### src/rtl/roi_crop_serializer.sv
// Crops an OUT_ROWS x OUT_COLS window out of a raster stream of packed-pixel beats
// and serializes the window one pixel per output handshake, left to right, top to bottom.
module roi_crop_serializer #(
  parameter int IN_ROWS  = 64,
  parameter int IN_COLS  = 64,
  parameter int OUT_ROWS = 16,
  parameter int OUT_COLS = 16,
  parameter int PIX_W    = 8,
  parameter int IN_PPB   = 32,
  parameter int OUT_W    = 8
) (
  input  logic                          clk,
  input  logic                          reset,
  input  logic                          ap_start,
  output logic                          ap_ready,
  output logic                          ap_idle,
  output logic                          ap_done,
  input  logic [$clog2(IN_COLS)-1:0]    crop_x0,
  input  logic [$clog2(IN_ROWS)-1:0]    crop_y0,
  input  logic                          s_axis_tvalid,
  output logic                          s_axis_tready,
  input  logic [IN_PPB*PIX_W-1:0]       s_axis_tdata,
  output logic                          m_axis_tvalid,
  input  logic                          m_axis_tready,
  output logic [OUT_W-1:0]              m_axis_tdata,
  output logic                          m_axis_tlast,
  output logic                          m_axis_tuser
);

  localparam int CW = $clog2(IN_COLS);
  localparam int RW = $clog2(IN_ROWS);
  localparam int XW = CW + 1;
  localparam int YW = RW + 1;
  localparam int IW = (IN_PPB > 1) ? $clog2(IN_PPB) : 1;

  localparam logic [CW-1:0] X_MAX    = CW'(IN_COLS - OUT_COLS);
  localparam logic [RW-1:0] Y_MAX    = RW'(IN_ROWS - OUT_ROWS);
  localparam logic [CW-1:0] COL_STEP = CW'(IN_PPB);
  localparam logic [CW-1:0] COL_LAST = CW'(IN_COLS - IN_PPB);
  localparam logic [RW-1:0] ROW_LAST = RW'(IN_ROWS - 1);

  typedef enum logic [1:0] {
    IDLE = 2'd0,
    RUN  = 2'd1,
    DONE = 2'd2
  } state_t;

  function automatic logic [OUT_W-1:0] pick_pixel(input logic [IN_PPB*PIX_W-1:0] beat,
                                                  input logic [IW-1:0] idx);
    logic [PIX_W-1:0] pix;
    pix = beat[idx*PIX_W +: PIX_W];
    return pix[PIX_W-1 -: OUT_W];
  endfunction

  state_t                    state_q, state_d;
  logic [CW-1:0]             x0c_q, x0c_d;
  logic [RW-1:0]             y0c_q, y0c_d;
  logic [RW-1:0]             row_q, row_d;
  logic [CW-1:0]             col_q, col_d;
  logic                      in_done_q, in_done_d;
  logic [IN_PPB*PIX_W-1:0]   beat_q, beat_d;
  logic [XW-1:0]             bcol_q, bcol_d;
  logic [IW-1:0]             idx_q, idx_d;
  logic [IW-1:0]             last_idx_q, last_idx_d;
  logic                      tvalid_q, tvalid_d;
  logic [OUT_W-1:0]          tdata_q, tdata_d;
  logic                      tlast_q, tlast_d;
  logic                      tuser_q, tuser_d;

  logic                      in_hs_s, out_hs_s, at_last_s, buf_free_s;
  logic                      row_in_s, hit_s;
  logic [XW-1:0]             beat_lo_s, beat_hi_s, win_lo_s, win_hi_s;
  logic [XW-1:0]             first_col_s, last_col_s, next_col_s;
  logic [IW-1:0]             first_idx_s, next_idx_s;

  // The holding buffer is the output register; it frees on the handshake of its last crop pixel.
  assign out_hs_s   = tvalid_q && m_axis_tready;
  assign at_last_s  = (idx_q == last_idx_q);
  assign buf_free_s = !tvalid_q || (out_hs_s && at_last_s);
  assign s_axis_tready = (state_q == RUN) && !in_done_q && buf_free_s;
  assign in_hs_s    = s_axis_tvalid && s_axis_tready;

  assign beat_lo_s   = {1'b0, col_q};
  assign beat_hi_s   = beat_lo_s + XW'(IN_PPB - 1);
  assign win_lo_s    = {1'b0, x0c_q};
  assign win_hi_s    = win_lo_s + XW'(OUT_COLS - 1);
  assign row_in_s    = ({1'b0, row_q} >= {1'b0, y0c_q}) &&
                       ({1'b0, row_q} < ({1'b0, y0c_q} + YW'(OUT_ROWS)));
  assign hit_s       = row_in_s && (beat_lo_s <= win_hi_s) && (beat_hi_s >= win_lo_s);
  assign first_col_s = (beat_lo_s > win_lo_s) ? beat_lo_s : win_lo_s;
  assign last_col_s  = (beat_hi_s < win_hi_s) ? beat_hi_s : win_hi_s;
  assign first_idx_s = IW'(first_col_s - beat_lo_s);
  assign next_idx_s  = idx_q + IW'(1);
  assign next_col_s  = bcol_q + XW'(next_idx_s);

  assign ap_idle  = (state_q == IDLE);
  assign ap_done  = (state_q == DONE);
  assign ap_ready = (state_q == IDLE) && ap_start;

  assign m_axis_tvalid = tvalid_q;
  assign m_axis_tdata  = tdata_q;
  assign m_axis_tlast  = tlast_q;
  assign m_axis_tuser  = tuser_q;

  // Next-state logic: frame control, input raster counters and output pixel selection.
  always_comb begin
    state_d    = state_q;
    x0c_d      = x0c_q;
    y0c_d      = y0c_q;
    row_d      = row_q;
    col_d      = col_q;
    in_done_d  = in_done_q;
    beat_d     = beat_q;
    bcol_d     = bcol_q;
    idx_d      = idx_q;
    last_idx_d = last_idx_q;
    tvalid_d   = tvalid_q;
    tdata_d    = tdata_q;
    tlast_d    = tlast_q;
    tuser_d    = tuser_q;
    case (state_q)
      IDLE: begin
        if (ap_start) begin
          state_d   = RUN;
          x0c_d     = (crop_x0 > X_MAX) ? X_MAX : crop_x0;
          y0c_d     = (crop_y0 > Y_MAX) ? Y_MAX : crop_y0;
          row_d     = '0;
          col_d     = '0;
          in_done_d = 1'b0;
        end else begin
          state_d = IDLE;
        end
      end
      RUN: begin
        if (in_hs_s) begin
          if (col_q == COL_LAST) begin
            col_d = '0;
            if (row_q == ROW_LAST) begin
              row_d     = '0;
              in_done_d = 1'b1;
            end else begin
              row_d = row_q + RW'(1);
            end
          end else begin
            col_d = col_q + COL_STEP;
          end
        end else begin
          col_d = col_q;
        end
        // Beats with no crop pixel pass straight through without touching the buffer.
        if (in_hs_s && hit_s) begin
          beat_d     = s_axis_tdata;
          bcol_d     = beat_lo_s;
          idx_d      = first_idx_s;
          last_idx_d = IW'(last_col_s - beat_lo_s);
          tvalid_d   = 1'b1;
          tdata_d    = pick_pixel(s_axis_tdata, first_idx_s);
          tlast_d    = (first_col_s == win_hi_s);
          tuser_d    = (row_q == y0c_q) && (first_col_s == win_lo_s);
        end else if (out_hs_s) begin
          if (at_last_s) begin
            tvalid_d = 1'b0;
          end else begin
            idx_d   = next_idx_s;
            tdata_d = pick_pixel(beat_q, next_idx_s);
            tlast_d = (next_col_s == win_hi_s);
            tuser_d = 1'b0;
          end
        end else begin
          tvalid_d = tvalid_q;
        end
        if (in_done_d && !tvalid_d) begin
          state_d = DONE;
        end else begin
          state_d = RUN;
        end
      end
      DONE: begin
        state_d = IDLE;
      end
      default: begin
        state_d = IDLE;
      end
    endcase
  end

  // State and datapath registers with asynchronous reset.
  always_ff @(posedge clk or posedge reset) begin
    if (reset) begin
      state_q    <= IDLE;
      x0c_q      <= '0;
      y0c_q      <= '0;
      row_q      <= '0;
      col_q      <= '0;
      in_done_q  <= 1'b0;
      beat_q     <= '0;
      bcol_q     <= '0;
      idx_q      <= '0;
      last_idx_q <= '0;
      tvalid_q   <= 1'b0;
      tdata_q    <= '0;
      tlast_q    <= 1'b0;
      tuser_q    <= 1'b0;
    end else begin
      state_q    <= state_d;
      x0c_q      <= x0c_d;
      y0c_q      <= y0c_d;
      row_q      <= row_d;
      col_q      <= col_d;
      in_done_q  <= in_done_d;
      beat_q     <= beat_d;
      bcol_q     <= bcol_d;
      idx_q      <= idx_d;
      last_idx_q <= last_idx_d;
      tvalid_q   <= tvalid_d;
      tdata_q    <= tdata_d;
      tlast_q    <= tlast_d;
      tuser_q    <= tuser_d;
    end
  end

endmodule

### config.mk
export PLATFORM = sky130hd
export DESIGN_NAME = roi_crop_serializer
export DESIGN_NICKNAME = d
export VERILOG_FILES = /design/src/rtl/roi_crop_serializer.sv
export SDC_FILE = /design/constraint.sdc
export NUM_CORES = 1
export LEC_CHECK = 0
export CAP_MARGIN = 40
export CORE_AREA = 2 2 186 188
export DETAILED_ROUTE_END_ITERATION = 7
export DIE_AREA = 0 0 188 190
export PLACE_DENSITY_LB_ADDON = 0.12
export SKIP_CTS_REPAIR_TIMING = 1
export SYNTH_ARGS = -nofsm -noshare
export SYNTH_HDL_FRONTEND = slang
export SYNTH_SLANG_ARGS = --single-unit
### constraint.sdc
create_clock -name clk -period 25.5 [get_ports clk]
set_input_delay 6.375 -clock clk [delete_from_list [all_inputs] [get_ports clk]]
set_output_delay 6.375 -clock clk [all_outputs]
set_load 0.05 [all_outputs]
==> impl_results.md <==
- RR Endpoint: m_axis_tdata[2]$_DFFE_PP0P_
- Setup skew after layout: 0.0270 ns
- Max-slew violations: 0
- Final worst path period need: 14.74 ns
- CTS H-Tree Depth: 2
- Overall power of the completed layout: 0.00138 W
- Required time of the critical path: 19.12 ns
- Final design area excluding fillers: 21,000 um^2
- Critical register-to-register path startpoint: x0c_q[0]$_DFFE_PP0P_
- Average footprint of a synthesized cell: 9.77 um^2
- Core occupancy in the finished layout: 61.7%
- DR iter-0 viols: 1,223
- Count of boundary I/O pins: 288
- Placed cell count: 2,349
- Core footprint: 33,900 um^2
- Crit path DAT: 8.37 ns
- Total of buffers placed on input and output ports: 287
- Root Driver: sky130_fd_sc_hd__clkbuf_16
- Final number of hold-violating endpoints: 0
- Die Footprint: 35,700 um^2
- Vias in the first global route: 13,400
- Result of the run: finished clean
- Highest ir drop seen on vdd: 64.0 uV
- CP peak stage delay: 0.91 ns
- Total Routing Usage GR: 28.2%
- Number of nets in the layout: 2,225
- Worst Hold Depth: 2
- Placer's final routability congestion estimate: 0.834
- Worst-margin pin slew: 1.04 ns
- Unrepaired setup endpoints after global routing: false
- Number of synthesized register bits: 300
- Maximum achievable frequency: 67.8 MHz
- Setup Viol. Count Final: 0
- CTS tree: built
- Initial core utilization: 48.9%
- Post-detailed-placement half-perimeter wirelength: 35.3 mm
- Crit path kind: primary input to output port
- MaxCap Viol Count: 0
- Critical path launch point type: primary input
- DIE WIDTH: 188 um
- Total via count after detailed routing: 13,700
- Number of antenna-violating nets in the routed design: 0
- CTS Sinks: 300
- Layout overhead on the synthesized area: 26.3%
- Endpoint of the worst hold-timing path: beat_q[167]$_DFFE_PP0P_
- Clk pin slew, worst setup/hold paths: 0.05 ns
- Library cell contributing the largest single delay on the critical path: sky130_fd_sc_hd__clkdlybuf4s50_1
- Register-to-register setup slack: 20.64 ns
- Yosys warnings: 0
- Gate Count Post-Synth: 1,698
- Mean number of vias per cell: 5.69
- Wire length of the first global-routing pass: 77.1 mm
- Average routed wire per standard cell: 20.6 um
- First-pass detailed-route iteration total: 5
- Worst path most repeated cell: sky130_fd_sc_hd__clkdlybuf4s50_1
- Cell-by-cell trace of the critical path: clkdlybuf4s50_1 -> nand2_1 -> inv_1 -> clkdlybuf4s50_1
- Final routed DRC violation total: 0
- Number of cells traversed by the worst register-to-register path: 12
- Initial antenna violation count: 1
- Sum of negative setup slack: 0 ns
- # rows: 68
- Most used flip-flop cell after synthesis: sky130_fd_sc_hd__dfrtp_1
- Vert. Die Dim: 190 um
- Fraction of the yosys area taken by sequential cells: 45.2%
- Cell area after placement: 19,800 um^2
- Element type at the critical path end: output port
- Post-synth EDFFs: 0
- Share of layout cells above drive strength 1: 12.4%
- Relative max-transition margin: 30.8%
- Ratio of total power to cell area: 65.6 nW/um^2
- Fraction of registers with async set/reset: 100%
- Pin count of the biggest net entering global routing: 220
- Clock buffer depth: 3
- Num CTS Buffers: 35
- Critical path peak fanout: 22
- Post-route non-filler standard cell count: 2,412
- Class of the worst hold path: flip-flop to flip-flop
- Detailed Route WL: 49.7 mm
- Insertion delay to the later sink of the worst-skew pair: 0.52 ns
- Global route total overflow: 0
- Distinct cell type count after synthesis: 62
- Static Leakage: 10.2 nW
- Launch instance of the worst min-delay path: beat_q[167]$_DFFE_PP0P_
- Period Utilization, post-route: 57.8%
- Cell Area, Synth: 16,600 um^2
-- power breakdown --
part | switching [W] | internal, W | total, W
Clock | 0.000201 | 0.000287 | 0.000488
Combinational | 0.000190 | 0.000175 | 0.000365
Sequential | 0.0000357 | 0.000487 | 0.000522
-- flip-flops by register name, summed over array words and instances, names as in the netlist --
name and cells:
beat_q 256, m_axis_tdata 8, row_q 6, x0c_q 6, y0c_q 6, idx_q 5, last_idx_q 5, state_q 2
bcol_q 1, col_q 1, in_done_q 1, m_axis_tlast 1, m_axis_tuser 1, m_axis_tvalid 1
-- cells in the final DEF, fill, tap and decap left out, drive strengths merged, types with 9 or more instances in the layout --
cell / instances
a21oi: 12
a22oi: 9
a31oi: 11
and3: 9
buf: 22
clkbuf: 55
clkdlybuf4s50: 287
dfrtp: 300
ha: 21
inv: 18
mux2i: 23
mux4: 144
nand2: 818
nand3: 34
nor2: 37
nor3: 14
o21ai: 30
xnor2: 15
-- metrics by stage --
step | setup WS (ns) | hold WS, ns
after CTS | 10.74 | 0.471
after detailed placement | 10.75 | 0.457
after global routing | 10.58 | 0.488
after global placement | 10.76 | 0.451
after floorplan | 10.84 | 0.440
final | 10.76 | 0.467
-- synth_stat cells (all sizes together), types with 3 or more instances --
master / instances / area share, %
nand2: 818 / 18
dfrtp: 300 / 45
mux4: 144 / 20
buf: 72 / 2.3
clkbuf: 43 / 0.97
nor2: 37 / 0.88
nand3: 34 / 1.0
o21ai: 30 / 0.90
mux2i: 23 / 1.4
ha: 21 / 1.6
inv: 17 / 0.38
xnor2: 15 / 0.79
nor3: 14 / 0.45
a21oi: 12 / 0.36
a31oi: 11 / 0.41
a22oi: 9 / 0.41
and3: 9 / 0.34
nand2b: 7 / 0.26
nand4: 7 / 0.30
a221oi: 6 / 0.32
mux2: 6 / 0.41
nor2b: 6 / 0.23
o2111ai: 5 / 0.30
xor2: 5 / 0.26
o41ai: 4 / 0.37
or4: 4 / 0.18
a41oi: 3 / 0.16
o211ai: 3 / 0.14
o22ai: 3 / 0.11
-- cells by family (layout without fill, tap and decap cells) --
logic type,count (synthesis),count (layout),share of synthesized area (%)
AOI/OAI and AO/OA,104,104,4.48
xor gates and xnor gates,20,20,1.06
adders and majority gates,21,21,1.58
buffers and inverters,132,388,3.66
DFF,300,300,45.2
muxes,173,173,21.3
other,2,5,0.0452
and+or+nand+nor,946,946,22.6
-- worst max-delay path: cells and delay by family --
family	cells	cell delay [ns]
simple gates	1	0.15
buf+inv	3	1.84
-- final cells by class --
type	instances	area, um^2
Antenna cell	1	2.50
Clock buffer	55	1060
Clock inverter	7	56.3
Fill cell	2870	13000
Inverter	17	71.3
Multi-Input combinational cell	1268	8550
Sequential cell	300	7510
Tap cell	455	569
Timing Repair Buffer	309	3130
-- worst max-delay path by stage --
stage / end / depth (start not counted) / startpoint
CTS: ap_ready / 4 / ap_start
global placement: ap_ready / 4 / ap_start
floorplan: bcol_q[5]$_DFFE_PP0P_ / 1 / reset
finish: ap_ready / 4 / ap_start
global route: ap_ready / 4 / ap_start
detailed placement: ap_ready / 4 / ap_start
-- per-layer routing --
| metal | vias to the layer above | GRT usage [%] | wire length, um |
|---|---|---|---|
| li1 | 6238 | - | - |
| met3 | 78 | 4.32 | 3560 |
| met4 | 0 | 9.09 | 1600 |
| met2 | 551 | 43.5 | 23000 |
| met5 | - | 0 | 0 |
| met1 | 6847 | 41.2 | 21500 |
(Power assumes the default switching activity.)
